## config.mk

```make
export PLATFORM = sky130hd
export DESIGN_NAME = serial_subtractor_nbit
export DESIGN_NICKNAME = d
export VERILOG_FILES = /design/src/rtl/sub_pkg.sv /design/src/rtl/sub_digit.sv /design/src/rtl/serial_subtractor_nbit.sv
export SDC_FILE = /design/constraint.sdc
export NUM_CORES = 1
export LEC_CHECK = 0
export CORE_ASPECT_RATIO = 1.75
export CORE_MARGIN = 4
export CORE_UTILIZATION = 30
export DETAILED_ROUTE_END_ITERATION = 12
export REMOVE_ABC_BUFFERS = 1
export SLEW_MARGIN = 5
export SYNTH_ARGS = -nofsm -noshare
export SYNTH_HDL_FRONTEND = slang
export SYNTH_SLANG_ARGS = --single-unit
```

## constraint.sdc

```tcl
create_clock -name clk -period 2.5 [get_ports clk]
set_clock_uncertainty 0.05 [all_clocks]
set_input_delay 0.5 -clock clk [delete_from_list [all_inputs] [get_ports clk]]
set_output_delay 0.5 -clock clk [all_outputs]
set_load 0.1 [all_outputs]
```

## src/rtl/sub_pkg.sv

```systemverilog
// Shared types and elaboration helpers for the digit-serial subtractor.
package sub_pkg;

    typedef enum logic [1:0] {
        IDLE = 2'd0,
        BUSY = 2'd1,
        DONE = 2'd2
    } state_t;

    function automatic int ndig(input int width, input int digit);
        return width / digit;
    endfunction

    // Counter width for n states, never narrower than one bit.
    function automatic int clog2(input int n);
        int w;
        for (w = 1; (1 << w) < n; w++) begin
        end
        return w;
    endfunction

endpackage

```

## src/rtl/sub_digit.sv

```systemverilog
// Combinational DIGIT-bit subtract with borrow: {bo, d} = a - b - bi.
module sub_digit #(
    parameter int DIGIT = 4
) (
    input  logic [DIGIT-1:0] a,
    input  logic [DIGIT-1:0] b,
    input  logic             bi,
    output logic [DIGIT-1:0] d,
    output logic             bo
);

    logic [DIGIT:0] ext;

    // One extra bit catches the borrow: a - b - bi never goes below -2^DIGIT.
    assign ext = {1'b0, a} - {1'b0, b} - {{DIGIT{1'b0}}, bi};
    assign d   = ext[DIGIT-1:0];
    assign bo  = ext[DIGIT];

endmodule

```

## src/rtl/serial_subtractor_nbit.sv

```systemverilog
// Digit-serial WIDTH-bit subtractor (x - y - bin) behind valid/ready handshakes,
// processing DIGIT bits per clock through a single registered borrow chain.
module serial_subtractor_nbit
    import sub_pkg::*;
#(
    parameter int WIDTH = 16,
    parameter int DIGIT = 4
) (
    input  logic             clk,
    input  logic             rst,
    input  logic             in_valid,
    output logic             in_ready,
    input  logic [WIDTH-1:0] x,
    input  logic [WIDTH-1:0] y,
    input  logic             bin,
    output logic             out_valid,
    input  logic             out_ready,
    output logic [WIDTH-1:0] diff,
    output logic             bout,
    output logic             ovf,
    output logic             zero
);

    localparam int NDIG = ndig(WIDTH, DIGIT);
    localparam int CW   = clog2(NDIG);
    localparam logic [CW-1:0] LAST_DIG = CW'(NDIG - 1);

    if (DIGIT < 1 || DIGIT > WIDTH || (WIDTH % DIGIT) != 0) begin : g_bad_params
        $error("serial_subtractor_nbit: WIDTH must be a positive multiple of DIGIT");
    end

    state_t           state;
    logic [WIDTH-1:0] x_sh;
    logic [WIDTH-1:0] y_sh;
    logic [WIDTH-1:0] res_sh;
    logic [WIDTH-1:0] res_next;
    logic [CW-1:0]    cnt;
    logic             borrow;
    logic             x_msb;
    logic             y_msb;
    logic [DIGIT-1:0] d;
    logic             bo;
    logic             accept;

    // NOTE: in_ready is combinational from out_ready so DONE can hand off to a new operation without a bubble.
    assign in_ready = (state == IDLE) | ((state == DONE) & out_ready);
    assign accept   = in_valid & in_ready;

    sub_digit #(.DIGIT(DIGIT)) u_digit (
        .a  (x_sh[DIGIT-1:0]),
        .b  (y_sh[DIGIT-1:0]),
        .bi (borrow),
        .d  (d),
        .bo (bo)
    );

    // New digit enters at the top; after NDIG shifts digit 0 sits at the LSB.
    assign res_next = WIDTH'({d, res_sh} >> DIGIT);

    // NOTE: non-blocking assignments throughout, so every register samples pre-edge values.
    always_ff @(posedge clk or posedge rst) begin
        if (rst) begin
            state     <= IDLE;
            x_sh      <= '0;
            y_sh      <= '0;
            res_sh    <= '0;
            cnt       <= '0;
            borrow    <= 1'b0;
            x_msb     <= 1'b0;
            y_msb     <= 1'b0;
            out_valid <= 1'b0;
            diff      <= '0;
            bout      <= 1'b0;
            ovf       <= 1'b0;
            zero      <= 1'b0;
        end else begin
            case (state)
                IDLE, DONE: begin
                    if (state == DONE && out_ready) begin
                        out_valid <= 1'b0;
                        state     <= IDLE;
                    end
                    if (accept) begin
                        x_sh   <= x;
                        y_sh   <= y;
                        borrow <= bin;
                        x_msb  <= x[WIDTH-1];
                        y_msb  <= y[WIDTH-1];
                        cnt    <= '0;
                        state  <= BUSY;
                    end
                end
                BUSY: begin
                    x_sh   <= x_sh >> DIGIT;
                    y_sh   <= y_sh >> DIGIT;
                    res_sh <= res_next;
                    borrow <= bo;
                    cnt    <= cnt + CW'(1);
                    if (cnt == LAST_DIG) begin
                        state     <= DONE;
                        out_valid <= 1'b1;
                        diff      <= res_next;
                        bout      <= bo;
                        ovf       <= (x_msb ^ y_msb) & (res_next[WIDTH-1] ^ x_msb);
                        zero      <= ~|res_next;
                    end
                end
                default: state <= IDLE;
            endcase
        end
    end

endmodule

```

==> summary.md <==
The logs give 34 for the number of distinct library cells after synthesis and 5120 um for the HPWL after detailed placement. sky130_fd_sc_hd__dfrtp_1 takes more of the synthesized area than any other cell. Non-filler instance count after layout: 514. Hold timing on the final database bottoms out at a slack of 0.432 ns. Root buffer selected by CTS: sky130_fd_sc_hd__clkbuf_16.

The tools report the CTS sink count as 71. At the worst endpoint, the required time is 2.72 ns. The most frequently used cell type in the post-synthesis netlist is sky130_fd_sc_hd__nand2_1. Cell type group with the largest total delay on the critical path: adder cells.

TritonCTS built the clock tree. The floorplan step defined a die boundary enclosing 0.0122 mm^2. In the synthesized netlist the async set-or-reset flop fraction comes to 100%. The via count of the first global-routing pass is 2,391.

The routed wirelength normalized by instance count was 13.7 um. In this run the number of H-tree levels came out at 3. Yosys attributes the largest share of cell area to sky130_fd_sc_hd__dfrtp_1 (57%), sky130_fd_sc_hd__nand2_1 (13%), sky130_fd_sc_hd__a31oi_1 (4.8%).

The instance count along the most critical hold path works out to 2. The tools report the max-capacitance violation count as 0. The count of nets left with antenna violations once routing finished came out at 0.

For the number of design-rule violations left by the first detailed-router iteration, the log shows 70. The number of failing hold endpoints at the final stage was 0; the antenna diode count was 0. The startpoint identified for the worst hold timing path is diff[14]. The worst register-to-register path begins at borrow.

The total routing usage reported by global routing is 12.2%, and the largest stage delay on the critical path is 0.53 ns. For this run, design rule violations remaining after detail routing come to 0. Summing over every cut layer, the via total after detailed routing is 2,434. For the number of antenna violations at the first check in global routing, the log shows 0.

The area added between synthesis and finish came out at 31.4%. The final-report max-slew violation count was 0; the starting density of the core was 30.7%. The fill cell instance count of the final layout is 1,014, and the total CTS buffers is 9.

The sum of routed wire length over all layers was 7050 um; the sequential cell area fraction in the yosys report was 56.6%. Entering global routing, the biggest net connects 41 pins. Including well taps, the total number of placed cells is 499.

In this run, synthesis produced a sequential element count of 71. In this run the post-CTS setup repair buffer count came out at 0. The arrival time of the worst setup path was 2.47 ns; the fmax was 445 MHz. Setup repair after global routing left no endpoint under its margin. The tools report the number of buffers added to fix hold violations after cts as 0.

Ratio of final minimum period to clock period: 90.0%. The wire length of the first global-routing pass came out at 11,700 um. The critical path goes through inv_1, fa_1, inv_1, fa_1, nor4b_1, nand4b_1, nor4_1, a22o_1.

After clock tree synthesis, the clock-pin slew on the worst setup and hold paths is 0.05 ns. The post-synthesis cell count was 325; the final count of negative-setup-slack endpoints was 0. The worst setup path is captured at a flip-flop. The pre-antenna-repair detailed-routing pass consisted of 5 iterations. The fraction of final layout cells sized beyond drive strength 1 works out to 16.3%. The reg-to-reg setup timing slack came out at 0.25 ns. The worst min-delay path category was flip-flop to flip-flop. The worst relative slew slack is 52.7%, and the remaining global-route overflow is 0.

Once the clock tree was built, the resizer swapped 0 gates to a different size. Pin placement for this block handled 58 I/O pins. The post-synthesis instance area is 0.00314 mm^2.

Width of the chip: 85.3 um. The core footprint is 0.0102 mm^2, and the net total in the final layout is 427. The critical path contains buffers and inverters numbering 2 combined. Total of buffers placed on input and output ports: 57.

Mean instance size in the synthesized netlist: 9.66 um^2. The fraction of post-synthesis cell area in the top cell type by area works out to 56.6%. The worst setup path is of the flip-flop to flip-flop kind.

The die is 143 um tall. For this run, the number of Yosys warnings is 0. The worst path in the final design needs a cycle of 2.25 ns, including I/O delays and setup. The maximum count of clock buffers along a single path was 2; the maximum fanout encountered on the critical timing path was 3.

The clock reaches the later pin of the worst-skew pair after 0.33 ns. The leading register cell type out of synthesis is sky130_fd_sc_hd__dfrtp_1. The critical-path cell with the highest stage delay was sky130_fd_sc_hd__fa_1. The count of flip-flops with a built-in enable after synthesis came out at 0.

By count the netlist is led by sky130_fd_sc_hd__nand2_1 (105), sky130_fd_sc_hd__dfrtp_1 (71), sky130_fd_sc_hd__a31oi_1 (24), sky130_fd_sc_hd__nor2_1 (24), sky130_fd_sc_hd__inv_1 (14). The flow ran to the end, and the final reports show no timing, DRC or antenna violations. The worst setup path is launched from a flip-flop. The routability-driven placement congestion ratio was 0.763; the worst reg-to-reg path cell count was 8.

Capture endpoint of the worst hold path: diff[14]. After detailed routing, the number of vias per cell comes to 4.74. Transition time of the tightest slew-check pin: 0.707 ns. Row generation in the floorplan step produced 49 rows.

The endpoint identified for the worst register-to-register timing path is zero. The cell count along the critical path is 8.
[layer usage]
layer | share of wire [%] | global-route usage [%]
met2 | 53 | 21.4
met4 | 2.2 | 6.42
met1 | 40 | 14.1
met5 | 0 | 0
met3 | 4.0 | 2.18
[state kept, by name, indices dropped and copies added, names as in the netlist]
register / cells
y_msb: 1
x_sh: 16
out_valid: 1
borrow: 1
cnt: 2
y_sh: 16
diff: 16
bout: 1
zero: 1
ovf: 1
x_msb: 1
res_sh: 12
state: 2
[cell usage in the layout, fill, tap and decap left out, drive strengths merged]
cell and n:
clkinv 1, a2111oi 1, mux2 13, nor4b 1, clkdlybuf4s50 36, nand2 105
mux2i 2, fa 2, nor2 25, clkbuf 12, inv 14, nand3b 1
nand3 3, and2 2, or3b 1, o21ai 13, nor4 2, o211a 1
nor3b 1, nand2b 1, clkinvlp 1, bufinv 1, ha 5, a21oi 11
or4 1, a22o 1, xnor2 1, nand4b 1, o31ai 1, buf 29
a31oi 24, dfrtp 71, o211ai 1, or3 1, xor2 1
[through the flow]
step | worst slack, ns | setup TNS (ns) | utilization, % | area [um^2]
after detailed placement | 0.234 | 0 | 37.4 | 3830
after CTS | 0.219 | 0 | 40.3 | 4130
after global placement | 0.306 | 0 | 37.4 | 3830
after global routing | 0.0728 | 0 | 40.3 | 4130
final | 0.250 | 0 | 40.3 | 4130
after floorplan | -0.0625 | -0.0625 | - | 3050
[worst max path at each step]
stage                   start  slack [ns]  endpoint
finish                 borrow        0.25      zero
global route          y_sh[0]        0.07      zero
CTS                    borrow        0.22      zero
detailed placement     borrow        0.23      zero
global placement       borrow        0.31      zero
floorplan           out_ready       -0.06  in_ready
[cells by family after synthesis]
family                   Yosys count  synth area share [%]
AND/OR/NAND/NOR                  145                  19.1
adder cells (fa/ha/maj)            7                  3.27
AO/OA/AOI/OAI                     53                  10.6
flip-flops                        71                  56.6
XOR/XNOR                           2                 0.558
buffers and inverters             32                  4.54
multiplexers                      15                  5.30
[tightest hold or removal path, delay by kind of cell (launching register included)]
kind	cells	cell delay [ns]
flip-flops	1	0.34
AND/OR/NAND/NOR	1	0.05
AO/OA/AOI/OAI	1	0.06
[final cells by class]
| type | instances | area (um^2) | area share [%] |
|---|---|---|---|
| Tap cell | 127 | 159 | 3.85 |
| Timing Repair Buffer | 65 | 616 | 14.9 |
| Clock inverter | 3 | 42.5 | 1.03 |
| Multi-Input combinational cell | 222 | 1220 | 29.6 |
| Sequential cell | 71 | 1780 | 43.1 |
| Inverter | 14 | 52.6 | 1.27 |
| Clock buffer | 12 | 256 | 6.22 |
Power is not shown: default switching activity piles up to over one toggle a cycle in this logic, so the estimate is an artifact.
